**src/rtl/multdiv_scheduler_pkg.sv**
```systemverilog
// Shared processor constants for the mult/div writeback scheduler.
package multdiv_scheduler_pkg;

  typedef enum logic [1:0] {
    IDLE = 2'd0,
    BUSY = 2'd1,
    WB   = 2'd2
  } md_state_t;

  localparam int MD_TIMEOUT  = 40;
  localparam int RSTATUS_NUM = 30;
  localparam int MULT_CODE   = 4;
  localparam int DIV_CODE    = 5;

endpackage

```
**src/rtl/multdiv_hazard_check.sv**
```systemverilog
// Decode-stage hazard detector against an in-flight (or just-issued) mult/div.
module multdiv_hazard_check (
  input  logic       dec_valid,
  input  logic       active,
  input  logic       dec_is_multdiv,
  input  logic [4:0] dec_rs,
  input  logic [4:0] dec_rt,
  input  logic [4:0] pending_rd,
  output logic       stall
);

  logic rd_live;

  // Stall a live decode that needs the unit or reads the pending destination.
  always_comb begin
    rd_live = (pending_rd != '0);
    stall   = dec_valid & active &
              (dec_is_multdiv |
               (rd_live & (dec_rs == pending_rd)) |
               (rd_live & (dec_rt == pending_rd)));
  end

endmodule

```
**src/rtl/multdiv_scheduler.sv**
```systemverilog
// Issues mult/div ops to the multdiv unit, waits for the result (with a
// timeout abort) and writes it back when the main pipeline leaves the port free.
module multdiv_scheduler
  import multdiv_scheduler_pkg::*;
#(
  parameter int TIMEOUT     = MD_TIMEOUT,
  parameter int RSTATUS_REG = RSTATUS_NUM,
  parameter int MULT_EXC    = MULT_CODE,
  parameter int DIV_EXC     = DIV_CODE
) (
  input  logic        clock,
  input  logic        reset,
  input  logic        issue_mult,
  input  logic        issue_div,
  input  logic [4:0]  issue_rd,
  input  logic        dec_valid,
  input  logic [4:0]  dec_rs,
  input  logic [4:0]  dec_rt,
  input  logic        dec_is_multdiv,
  input  logic        pipe_wb_en,
  input  logic        md_resultRDY,
  input  logic [31:0] md_result,
  input  logic        md_exception,
  output logic        ctrl_MULT,
  output logic        ctrl_DIV,
  output logic        md_wb_en,
  output logic [4:0]  md_wb_reg,
  output logic [31:0] md_wb_data,
  output logic        should_stall,
  output logic        busy
);

  md_state_t   state;
  md_state_t   state_next;
  logic [5:0]  cnt;
  logic [4:0]  rd_q;
  logic        div_q;
  logic        exc_q;
  logic [31:0] result_q;
  logic        ctrl_mult_q;
  logic        ctrl_div_q;
  logic        accept;
  logic        timeout_hit;
  logic        wb_fire;
  logic [4:0]  pending_rd;

  // Acceptance is gated by reset so should_stall stays low while in reset.
  always_comb begin
    accept      = reset && (state == IDLE) && (issue_mult || issue_div);
    timeout_hit = (cnt == 6'(TIMEOUT - 1));
    pending_rd  = (state == IDLE) ? issue_rd : rd_q;
  end

  // State register.
  always_ff @(posedge clock or negedge reset) begin
    if (!reset) begin
      state <= IDLE;
    end else begin
      state <= state_next;
    end
  end

  // Next-state logic.
  always_comb begin
    state_next = state;
    case (state)
      IDLE:    if (accept) state_next = BUSY;
      BUSY:    if (md_resultRDY || timeout_hit) state_next = WB;
      WB:      if (!pipe_wb_en) state_next = IDLE;
      default: state_next = IDLE;
    endcase
  end

  // Op latch, cycle counter, result capture and one-cycle start pulses.
  always_ff @(posedge clock or negedge reset) begin
    if (!reset) begin
      cnt         <= '0;
      rd_q        <= '0;
      div_q       <= 1'b0;
      exc_q       <= 1'b0;
      result_q    <= '0;
      ctrl_mult_q <= 1'b0;
      ctrl_div_q  <= 1'b0;
    end else begin
      ctrl_mult_q <= 1'b0;
      ctrl_div_q  <= 1'b0;
      case (state)
        IDLE: begin
          cnt <= '0;
          if (accept) begin
            rd_q        <= issue_rd;
            div_q       <= !issue_mult;
            exc_q       <= 1'b0;
            ctrl_mult_q <= issue_mult;
            ctrl_div_q  <= !issue_mult;
          end
        end
        BUSY: begin
          cnt <= cnt + 6'd1;
          if (md_resultRDY) begin
            result_q <= md_result;
            exc_q    <= md_exception;
          end else if (timeout_hit) begin
            exc_q <= 1'b1;
          end
        end
        default: begin
        end
      endcase
    end
  end

  // Outputs; a clean result to r0 retires without touching the regfile.
  always_comb begin
    busy       = (state == BUSY) || (state == WB);
    wb_fire    = (state == WB) && !pipe_wb_en && (exc_q || (rd_q != '0));
    md_wb_en   = wb_fire;
    md_wb_reg  = '0;
    md_wb_data = '0;
    if (wb_fire) begin
      if (exc_q) begin
        md_wb_reg  = 5'(RSTATUS_REG);
        md_wb_data = div_q ? 32'(DIV_EXC) : 32'(MULT_EXC);
      end else begin
        md_wb_reg  = rd_q;
        md_wb_data = result_q;
      end
    end
  end

  assign ctrl_MULT = ctrl_mult_q;
  assign ctrl_DIV  = ctrl_div_q;

  multdiv_hazard_check u_hazard (
    .dec_valid      (dec_valid),
    .active         (busy | accept),
    .dec_is_multdiv (dec_is_multdiv),
    .dec_rs         (dec_rs),
    .dec_rt         (dec_rt),
    .pending_rd     (pending_rd),
    .stall          (should_stall)
  );

endmodule

```
**config.mk**
```make
export PLATFORM = sky130hd
export DESIGN_NAME = multdiv_scheduler
export DESIGN_NICKNAME = d
export VERILOG_FILES = /design/src/rtl/multdiv_scheduler_pkg.sv /design/src/rtl/multdiv_hazard_check.sv /design/src/rtl/multdiv_scheduler.sv
export SDC_FILE = /design/constraint.sdc
export NUM_CORES = 1
export LEC_CHECK = 0
export BUFFER_PORTS_ARGS = -buffer_cell sky130_fd_sc_hd__buf_2
export CAP_MARGIN = 0
export CORE_UTILIZATION = 48
export DETAILED_ROUTE_END_ITERATION = 6
export PLACE_DENSITY = 0.87
export SLEW_MARGIN = 40
export SYNTH_ARGS = -nofsm -noshare
export SYNTH_HDL_FRONTEND = slang
export SYNTH_SLANG_ARGS = --single-unit
```
**constraint.sdc**
```tcl
create_clock -name clock -period 2 [get_ports clock]
set_input_delay 0.1 -clock clock [delete_from_list [all_inputs] [get_ports clock]]
set_output_delay 0.1 -clock clock [all_outputs]
set_load 0.01 [all_outputs]
```
==> flow_summary.ini <==
[run_status]
status = complete, but fails checks
violations = negative setup slack

[power_and_ir_drop]
power_per_cell_area_mw_per_mm2 = 1260
totalPowerFinal_w = 0.00475
irDropWorstVdd_uv = 841
p_leak_nw = 1.83

[critical_path]
timing_worst_setup_path_type = flop to output port
critical_path_required_ns = 1.90
timing.critical_path.fanout_max = 4
worst-endpoint-arrival_ns = 2.21
worstSetupEndpointType = output port
crit_path_start_kind = flop
rrSetupSlack_ns = 0.22

[route]
vias = 2076
first_iter_violations = 81
firstDrtPassIters = 4
wirelength_um = 6250
drt-wirelength-per-cell_um = 15.2
avgViaCountPerCell = 5.04
detail_route.drc_violations = 0
drt.antenna.violating_nets = 0

[floorplan]
initial_utilization = 0.496
floorplan.die.height_um = 74.6
floorplan.die_area_mm2 = 0.00557
pin_count = 98
core.rowCount = 26
core_mm2 = 0.00511
die_width_um = 74.6

[clock_tree]
cts_tree = built
ctsRootBufferMaster = sky130_fd_sc_hd__clkbuf_8
worstSkewPairLatency_ns = 0.30
htreeDepth = 2
cts_inserted_buffers = 5
clkSlewWorstSetupHoldPaths_ns = 0.09
number_of_sinks_handled_by_clock_tree_synthesis = 49
cts_buffer_depth = 2

[hold_path]
worst_hold_path_type = input port to flop

[synthesis]
yosys_warnings = 0
seq_area_frac_synth = 0.484
synth.cell_area_mm2 = 0.00253
syn-num-nets = 279
syn_area_per_cell_um2 = 11.6
synthesis.instances = 218
count_of_unique_library_cells_instantiated_by_yosys = 38
synth_seq_cells = 49

[global_route]
wire_length_of_the_first_global_routing_pass_um = 8150
antenna_found_initial = 0
global_route.usage.total = 0.195
grt_start_max_net_pins = 52
grt_remaining_overflow = 0
first_global_vias = 1807

[sta]
final_hold_fails = 0
fin_crit_sh = 1.15
setup_viol_count_final = 32
finalWorstPathRequiredPeriod_ns = 2.31
timing.final.ws_setup_ns = -0.308
timing.clock.skew_ns = 0.00567
tightestPinTransition_ns = 0.634
slew_headroom = 0.577
setup_repair_after_global_routing_missed_its_margin = true
fmax_mhz = 433
finalMaxSlewViolations = 0

[placement]
routabilityCongestion = 0.846
port_buffers = 97
placed_cells = 390
post_dp_cell_area_mm2 = 0.00318
place_hpwl_um = 3860
dp_worst_setup_slack_ns = -0.252

[job]
max-cap-violations = 0

[cells_and_area]
insertedDiodeCount = 0
number_of_nets_in_the_final_layout = 402
finalInstanceArea_mm2 = 0.00376
area_delta_synth_final_pct = 48.7
final_core_utilization = 0.737
stdcell_count = 412
final_layout_size_suffix_gt1_frac = 0.643
-- what timing repair did --
item                                   4_1_cts  5_1_grt
setup endpoints to repair                   32       33
pin swaps                                    3       36
gates resized for setup                      8       86
cloned                                       1        3
buffers inserted                             5        3
endpoints found under the hold margin       50        0
hold buffers                                 2        0
-- worst max-delay path, cell delays in order, from the launching register on --
cell                       delay, ns
sky130_fd_sc_hd__dfrtp_1        0.40
sky130_fd_sc_hd__inv_2          0.08
sky130_fd_sc_hd__ha_4           0.19
sky130_fd_sc_hd__mux2_2         0.40
sky130_fd_sc_hd__nor2_2         0.12
sky130_fd_sc_hd__o21ai_2        0.08
sky130_fd_sc_hd__a2111o_1       0.38
sky130_fd_sc_hd__a21oi_2        0.12
sky130_fd_sc_hd__buf_2          0.13
-- routing by layer --
layer	wire (um)	vias to the layer above	track usage
met3	331	14	0.0281
li1	-	987	-
met4	192	0	0.0608
met1	2440	986	0.248
met5	0	-	0
met2	3280	89	0.343
-- final timing paths --
check                         startpoint            to  depth (start not counted)
max in group asynchronous          reset  result_q[12]                          3
min                        md_result[15]  result_q[15]                          2
min reg2reg                       cnt[5]        cnt[5]                          1
max                             state[0]  should_stall                          8
max reg2reg                     state[0]      state[0]                          7
min in group asynchronous          reset      state[1]                          3
-- final cells by class --
| cell class | count | area, um^2 |
|---|---|---|
| fill | 353 | 1340 |
| sequential | 49 | 1230 |
| clock inverter | 3 | 17.5 |
| timing repair buffer | 126 | 928 |
| multi-input combinational | 154 | 1420 |
| inverter | 5 | 18.8 |
| tap | 70 | 87.6 |
| clock buffer | 5 | 68.8 |
-- per-stage QoR --
step | setup TNS (ns) | hold WS [ns]
final | -1.68 | 0.0251
after global routing | -3.51 | 0.0176
after CTS | -1.91 | 0.0179
after detailed placement | -0.252 | 0.279
after global placement | -0.127 | 0.268
after floorplan | 0 | -0.196
-- cells in the final DEF (no fill, tap or decap), types with 6 or more instances in the layout --
cell type                 synthesis  final
sky130_fd_sc_hd__buf_2            0     68
sky130_fd_sc_hd__dfrtp_1         49     49
sky130_fd_sc_hd__mux2_2          40     40
sky130_fd_sc_hd__buf_6            2     36
sky130_fd_sc_hd__and2_4           0     30
sky130_fd_sc_hd__buf_4            0     19
sky130_fd_sc_hd__nor2_1          14     12
sky130_fd_sc_hd__o21ai_0          8      8
sky130_fd_sc_hd__xor2_1           6      6
-- registers in the layout (all words and copies together), names as in the netlist --
signal	flops
cnt	6
ctrl_DIV	1
ctrl_MULT	1
div_q	1
exc_q	1
rd_q	5
result_q	32
state	2
-- kinds of logic (layout without fill, tap and decap cells) --
family	Yosys count	in the layout	share of synthesized area
AOI/OAI and AO/OA	21	21	0.0593
xor gates and xnor gates	11	11	0.0381
adders and majority gates	5	5	0.0247
buffers and inverters	15	139	0.0282
DFF	49	49	0.484
muxes	46	46	0.207
and+or+nand+nor	71	71	0.159
-- synth_stat cells (all sizes together) --
cell	n	share of area
o31ai	1	0.0030
a2111o	1	0.0044
buf	5	0.013
and2b	1	0.0030
or4	1	0.0030
mux2	40	0.18
nand3	4	0.0079
xnor2	5	0.017
a32o	1	0.0040
nand2	5	0.0074
o2bb2ai	1	0.0035
nor3	3	0.0059
nor4b	2	0.0094
a41oi	1	0.0035
a21o	1	0.0030
and3	1	0.0025
o211a	1	0.0040
dfrtp	49	0.48
clkbuf	5	0.0074
nor2	14	0.021
nand4	2	0.0049
inv	5	0.0074
ha	5	0.025
nor4	1	0.0025
and2	31	0.077
xor2	6	0.021
o211ai	2	0.0079
a21oi	2	0.0054
nand2b	6	0.015
o21a	1	0.0030
mux2i	6	0.029
o21ai	9	0.018
-- power by group --
part,internal [W],switching (W)
registers,0.00145,0.000335
logic,0.00141,0.000993
clock network,0.000242,0.000321
total,0.00310,0.00165
Note: power is estimated with default switching activity, not from simulation.
